==> src/rtl/counter_pkg.sv <==
// rtl/counter_pkg.sv - shared types and helpers for the wrapping down-counter
//
// Purpose: implementation selector enum and an all-ones helper, used by the
// counter RTL and its testbench.
package counter_pkg;

    // Selects the decrement datapath of counter_wrap_down.
    typedef enum logic [0:0] {
        CNT_IMP_OPERATOR = 1'b0,
        CNT_IMP_BORROW   = 1'b1
    } counter_imp_t;

    // Largest value representable in 'width' bits (2^width - 1).
    function automatic int counter_max(input int width);
        return (1 << width) - 1;
    endfunction

endpackage

==> src/rtl/counter_wrap_down_dec.sv <==
// rtl/counter_wrap_down_dec.sv - combinational decrement-by-one with borrow-out
//
// Purpose: WIDTH-bit decrementer built as an explicit ripple borrow chain.
// Ports:
//   a      in   WIDTH  operand
//   diff   out  WIDTH  (a - 1) mod 2^WIDTH
//   borrow out  1      high when a == 0 (the subtraction wrapped)
module counter_wrap_down_dec
    import counter_pkg::*;
#(
    parameter int WIDTH = 4
) (
    input  logic [WIDTH-1:0] a,
    output logic [WIDTH-1:0] diff,
    output logic             borrow
);

    // chain[i] is the borrow into bit i; subtracting one injects a borrow at bit 0.
    logic [WIDTH:0] chain;

    assign chain[0] = 1'b1;

    for (genvar i = 0; i < WIDTH; i++) begin : g_bit
        assign diff[i]      = a[i] ^ chain[i];
        // A borrow propagates only through bits that are zero.
        assign chain[i + 1] = ~a[i] & chain[i];
    end

    // Borrow out of the top bit means every bit was zero.
    assign borrow = chain[WIDTH];

endmodule

==> src/rtl/counter_wrap_down.sv <==
// rtl/counter_wrap_down.sv - wrapping down-counter with load, zero and borrow flags
//
// Purpose: decrementing counter with synchronous load; registered zero flag
// and a one-cycle borrow pulse on decrement-from-zero.
// Optional feature macro: COUNTER_WRAP_DOWN_RELOAD_EN (auto-reload from the
// last loaded value instead of wrapping to all ones).
// Ports:
//   clk  in   1      clock, rising edge
//   rst  in   1      synchronous active-high reset
//   ena  in   1      decrement enable
//   ld   in   1      synchronous load, priority over ena
//   val  in   WIDTH  load value
//   cnt  out  WIDTH  counter value
//   zro  out  1      cnt == 0
//   brw  out  1      one-cycle pulse on decrement from zero
module counter_wrap_down
    import counter_pkg::*;
#(
    parameter int WIDTH          = 4,
    parameter int IMPLEMENTATION = 0
) (
    input  logic             clk,
    input  logic             rst,
    input  logic             ena,
    input  logic             ld,
    input  logic [WIDTH-1:0] val,
    output logic [WIDTH-1:0] cnt,
    output logic             zro,
    output logic             brw
);

    if (WIDTH < 1) begin : g_bad_width
        $error("counter_wrap_down: WIDTH must be at least 1");
    end
    if (IMPLEMENTATION != int'(CNT_IMP_OPERATOR) &&
        IMPLEMENTATION != int'(CNT_IMP_BORROW)) begin : g_bad_imp
        $error("counter_wrap_down: IMPLEMENTATION must be 0 or 1");
    end

    // Decremented value and "cnt was zero" indication from the chosen datapath.
    logic [WIDTH-1:0] dec;
    logic             dec_brw;

    if (IMPLEMENTATION == int'(CNT_IMP_BORROW)) begin : g_borrow
        counter_wrap_down_dec #(
            .WIDTH (WIDTH)
        ) u_dec (
            .a      (cnt),
            .diff   (dec),
            .borrow (dec_brw)
        );
    end else begin : g_operator
        assign dec     = cnt - WIDTH'(1);
        assign dec_brw = (cnt == '0);
    end

`ifdef COUNTER_WRAP_DOWN_RELOAD_EN
    logic [WIDTH-1:0] reload;

    always_ff @(posedge clk) begin
        if (rst) begin
            cnt    <= '0;
            zro    <= 1'b1;
            brw    <= 1'b0;
            reload <= '0;
        end else if (ld) begin
            cnt    <= val;
            zro    <= (val == '0);
            brw    <= 1'b0;
            reload <= val;
        end else if (ena) begin
            brw <= dec_brw;
            if (dec_brw) begin
                // Period restarts from the last loaded value.
                cnt <= reload;
                zro <= (reload == '0);
            end else begin
                cnt <= dec;
                zro <= (dec == '0);
            end
        end else begin
            brw <= 1'b0;
        end
    end
`else
    always_ff @(posedge clk) begin
        if (rst) begin
            cnt <= '0;
            zro <= 1'b1;
            brw <= 1'b0;
        end else if (ld) begin
            cnt <= val;
            zro <= (val == '0);
            brw <= 1'b0;
        end else if (ena) begin
            // dec is all ones after a wrap, so the zero test covers both cases.
            cnt <= dec;
            zro <= (dec == '0);
            brw <= dec_brw;
        end else begin
            brw <= 1'b0;
        end
    end
`endif

endmodule
==> config.mk <==
export PLATFORM = sky130hd
export DESIGN_NAME = counter_wrap_down
export DESIGN_NICKNAME = d
export VERILOG_FILES = /design/src/rtl/counter_pkg.sv /design/src/rtl/counter_wrap_down_dec.sv /design/src/rtl/counter_wrap_down.sv
export SDC_FILE = /design/constraint.sdc
export NUM_CORES = 1
export LEC_CHECK = 0
export BUFFER_PORTS_ARGS = -buffer_cell sky130_fd_sc_hd__buf_2
export CORE_AREA = 3 3 40 42
export CTS_CLUSTER_DIAMETER = 50
export DETAILED_ROUTE_END_ITERATION = 16
export DIE_AREA = 0 0 43 45
export PLACE_DENSITY = 0.52
export SLEW_MARGIN = 5
export SYNTH_ARGS = -nofsm -noshare
export SYNTH_HDL_FRONTEND = slang
export SYNTH_HIERARCHICAL = 1
export SYNTH_SLANG_ARGS = --single-unit
==> constraint.sdc <==
create_clock -name clk -period 2.2 [get_ports clk]
set_input_delay 0.44 -clock clk [delete_from_list [all_inputs] [get_ports clk]]
set_output_delay 0.44 -clock clk [all_outputs]
set_load 0.02 [all_outputs]
Word level (Yosys, flattened, before mapping)
Index checks and enable logic that the tools add are counted.
Word-level totals
  flip-flop bits (word level): 6
  input bits: 8
  output and inout bits: 6
  logic and storage cells: 14
Cells by class
  add/sub/neg operators: 1
  multiplexer cells: 4
  bitwise gates (word level): 1
  reduce and logical (&&, ||, !) cells: 5
Operator list (count)
  4-bit logical NOT: 3
  4-bit two-way mux: 2
  4-bit by 1-bit subtractor with 4-bit output (second input constant): 1
  3-bit OR reduction: 1
  1-bit two-way mux: 2
  2-bit nonzero test: 1
  1-bit inverter: 1

Longest topological paths before layout
  word-level depth: 4
  mapped depth: 5
  mapped depth without buffers: 5

Worst setup path before layout
Ideal clock, no wire load.
  path kind: register to register
  start point: register cnt[0]
  end point: register zro
  library setup time: 0.070 ns
  data arrival time: 1.355 ns
  data required time: 2.130 ns
  slack: 0.775 ns
  cell stages (with the launch flop): 6
  path buffers: 0
  clock period less this slack: 1.425 ns
  path through: dfxtp_1 inv_1 ha_1 xor2_1 nor4b_1 o2bb2ai_1
On the way
  word-level cells in the longest chain between the ends: 4
RTL lines
  start: declaration: line counter_wrap_down.sv:27  | output logic [WIDTH-1:0] cnt,
  start signal: assignment: line counter_wrap_down.sv:92  | cnt <= val;
  4-bit by 1-bit subtractor with 4-bit output: line counter_wrap_down.sv:53  | assign dec = cnt - WIDTH'(1);
  4-bit logical NOT: line counter_wrap_down.sv:98  | zro <= (dec == '0);
  1-bit two-way mux: line counter_wrap_down.sv:95  | end else if (ena) begin
  1-bit two-way mux: line counter_wrap_down.sv:91  | end else if (ld) begin
  end signal: assignment: line counter_wrap_down.sv:93  | zro <= (val == '0);
  end signal: assignment: line counter_wrap_down.sv:98
  end: declaration: line counter_wrap_down.sv:28  | output logic zro,
No other way between the ends. The select of a mux whose other input is x is not followed.
A chain may end at the register's enable or synchronous reset.

Worst setup path after layout
Ends and elaborated chain as after synthesis.

==> key figures <==
Outcome
  – Status: finished, final reports clean

Floorplanning
  – Die area: just under 2000 µm²
  – I/O pin total: 14
  – Row count: 13
  – Initial Util: 27.9%
  – Core footprint: 1280 µm²
  – Die Span Y: 45 µm
  – Die width: 43 µm

Placed design
  – Placer Congestion: about 0.63
  – DP Area: 433 µm²
  – Pre-CTS WS: 785 ps
  – Port bufs: 13

Synthesis
  – Synth warn: 6
  – Ys flop type: dfxtp_1
  – Distinct cell type count after synthesis: 23
  – Register area share after synthesis: between 30% and 40%
  – Synthesized area: 359 µm²
  – Synthesized flop and latch total: 6
  – Synth area leaders: dfxtp_1 (33%), ha_1 (7.0%), xor2_1 (4.9%)
  – Mapped Avg Cell Area: 9.21 µm²
  – Post-synth net total: 49
  – Mapped Cells: 39
  – Post-synth EDFFs: 0
  – Leading area contributor after synthesis: dfxtp_1
  – Share of Yosys cell area claimed by the top area cell type: about a third
  – Ys async rst share: 0%

Power
  – Pwr Total: 303 µW
  – Switching power: 90.1 µW
  – Seq pwr share: a little over two fifths
  – Switching Fraction: 29.8%
  – Clock share of power: 32.8%
  – Worst vdd ir: between 200 and 250 µV
  – P_leak: 0.000212 µW
  – Power per cell area: 665 nW/µm²
  – Cell internal pwr: between 200 and 250 µW
  – Comb power frac: 24.4%

Cells and area
  – Most frequent cells in the layout: buf_2 (13), dfxtp_1 (6), inv_1 (3), nor2_1 (3), clkbuf_4 (3)
  – Share of cells above drive strength 1: a little over a third
  – Most common cell after layout, fill and taps aside: buf_2
  – Ant diodes: 0
  – Post-route cell area: around 460 µm²
  – Post-layout util: between 30% and 40%
  – Fillers: approximately 150
  – Area occupied by multi-input gates: 218 µm²
  – Reg area: 120 µm²
  – Syn-to-layout area delta: 26.8%
  – Fin nets: 65

CTS
  – CTS resizes: 0
  – Clock Sinks: 6
  – Clock slew at reported path FFs: around 40 ps
  – Cts hold-fix bufs: 0
  – Setup bufs post-CTS: 0
  – Clk buf depth: 2
  – H-Tree Depth: 1
  – Root buffer cell: clkbuf_4
  – CTS tree: built
  – CTS Buf Count: 3
  – Clock insertion delay at the later pin of the skew report: 240 ps

Drt
  – Routed via count: ~330
  – Number of routed nets with antenna violations: 0
  – Drt via density: 4.79
  – DR WL/cell: 12.2 µm
  – DR iter-0 viols: 6
  – DRC: 0
  – Total wire length: 829 µm
  – DR pass1 iterations: 4

Global route
  – Initial antenna violation count: 0
  – Global-route wire length before repair: 1320 µm
  – Number of global-route vias before repair: 315
  – Congestion Overflow GR: 0
  – Gr usage total: 9.67%
  – Largest net degree at the start of global routing: 13

Critical path
  – Setup crit start kind: flip-flop
  – CP max-delay cell: dfxtp_1
  – CP cell instances: inv_1, ha_1, xor2_1, nor4b_1, o2bb2ai_1
  – Max stage delay on crit path: 440 ps
  – Crit Path Max Fanout: 5
  – Req. time, crit path: 2370 ps
  – CP Data Arrival Time: 1570 ps
  – Worst Setup End Kind: flip-flop
  – CP Class: reg -> reg

Timing
  – # setup viols final: 0
  – Setup TNS: 0 ps
  – RSZ-0062 raised after global routing: no
  – Fin crit share: 63.6%
  – Worst slew pin tran: 384 ps
  – Fin. max-slew vios: 0
  – Fmax: 0.714 GHz
  – Final Critical Period: ~1400 ps
  – Setup Skew: around 0.59 ps
  – Worst Setup Slack, final: 800 ps
  – Final Hold Vio Count: 0
  – Slew margin rel.: 74.2%

Run
  – Max-cap violations: 0

Min path
  – Hold WC Path Type: in -> reg
==> cells in the mapped netlist, drive strengths merged (2+ instances only) <==
| library cell | instances |
|---|---|
| dfxtp | 6 |
| inv | 3 |
| nor2 | 3 |
| nor3 | 3 |
| a211oi | 2 |
| a21oi | 2 |
| buf | 2 |
| ha | 2 |
| nor4 | 2 |
| xor2 | 2 |
==> final timing paths <==
check	from	to	slack, ps	cells past startpoint
setup / recovery	cnt[0]	zro	800	5
hold / removal	rst	cnt[3]	460	2
setup reg to reg	cnt[0]	zro	800	5
hold reg to reg	zro	zro	550	2
==> cell families (layout without fill, tap and decap cells) <==
group / after synthesis / in the layout / share of synthesized area [%]
xor+xnor: 3 / 3 / 7.32
simple gates: 14 / 14 / 25.1
buf+inv: 5 / 19 / 5.92
flops: 6 / 6 / 33.5
fa+ha+maj: 2 / 2 / 6.97
mux: 1 / 1 / 2.79
compound gates: 8 / 8 / 18.5
==> registers in the layout (all words and copies together), names as in the netlist <==
register / cells
cnt: 4
brw: 1
zro: 1
==> per-layer routing <==
| layer | track usage, % | vias to the layer above | share of wire, % |
|---|---|---|---|
| met5 | 0 | - | 0 |
| met1 | 9.44 | 147 | 45 |
| li1 | - | 169 | - |
| met4 | 3.61 | 0 | 0 |
| met3 | 7.97 | 0 | 8.7 |
| met2 | 15.3 | 10 | 47 |
==> power by group through the flow <==
stage	Combinational (µW)	Clock [µW]	Sequential, µW
final	73.9	99.3	129
after global routing	82.9	113	131
after CTS	75.0	105	129
after detailed placement	74.4	0	131
after global placement	75.0	0	131
after floorplan	41.6	0	141
==> stage by stage <==
| stage | hold WS (ps) | std cells |
|---|---|---|
| finish | 463 | 68 |
| global route | 464 | 68 |
| CTS | 457 | 68 |
| detailed placement | 541 | 65 |
| global placement | 537 | 65 |
| floorplan | 509 | 39 |
==> critical path, delay by kind of cell (launching register included) <==
kind,cells,cell delay [ps]
fa+ha+maj,1,250
simple gates,1,280
xor+xnor,1,150
flops,1,440
compound gates,1,150
buf+inv,1,70
==> final cells by class <==
class | instances | share of cell area, %
Inverter | 3 | 2.47
Sequential cell | 6 | 26.4
Tap cell | 15 | 4.12
Timing Repair Buffer | 13 | 14.3
Clock buffer | 3 | 4.95
Multi-Input combinational cell | 28 | 47.8
No activity file was read; power rests on OpenSTA's default activity.
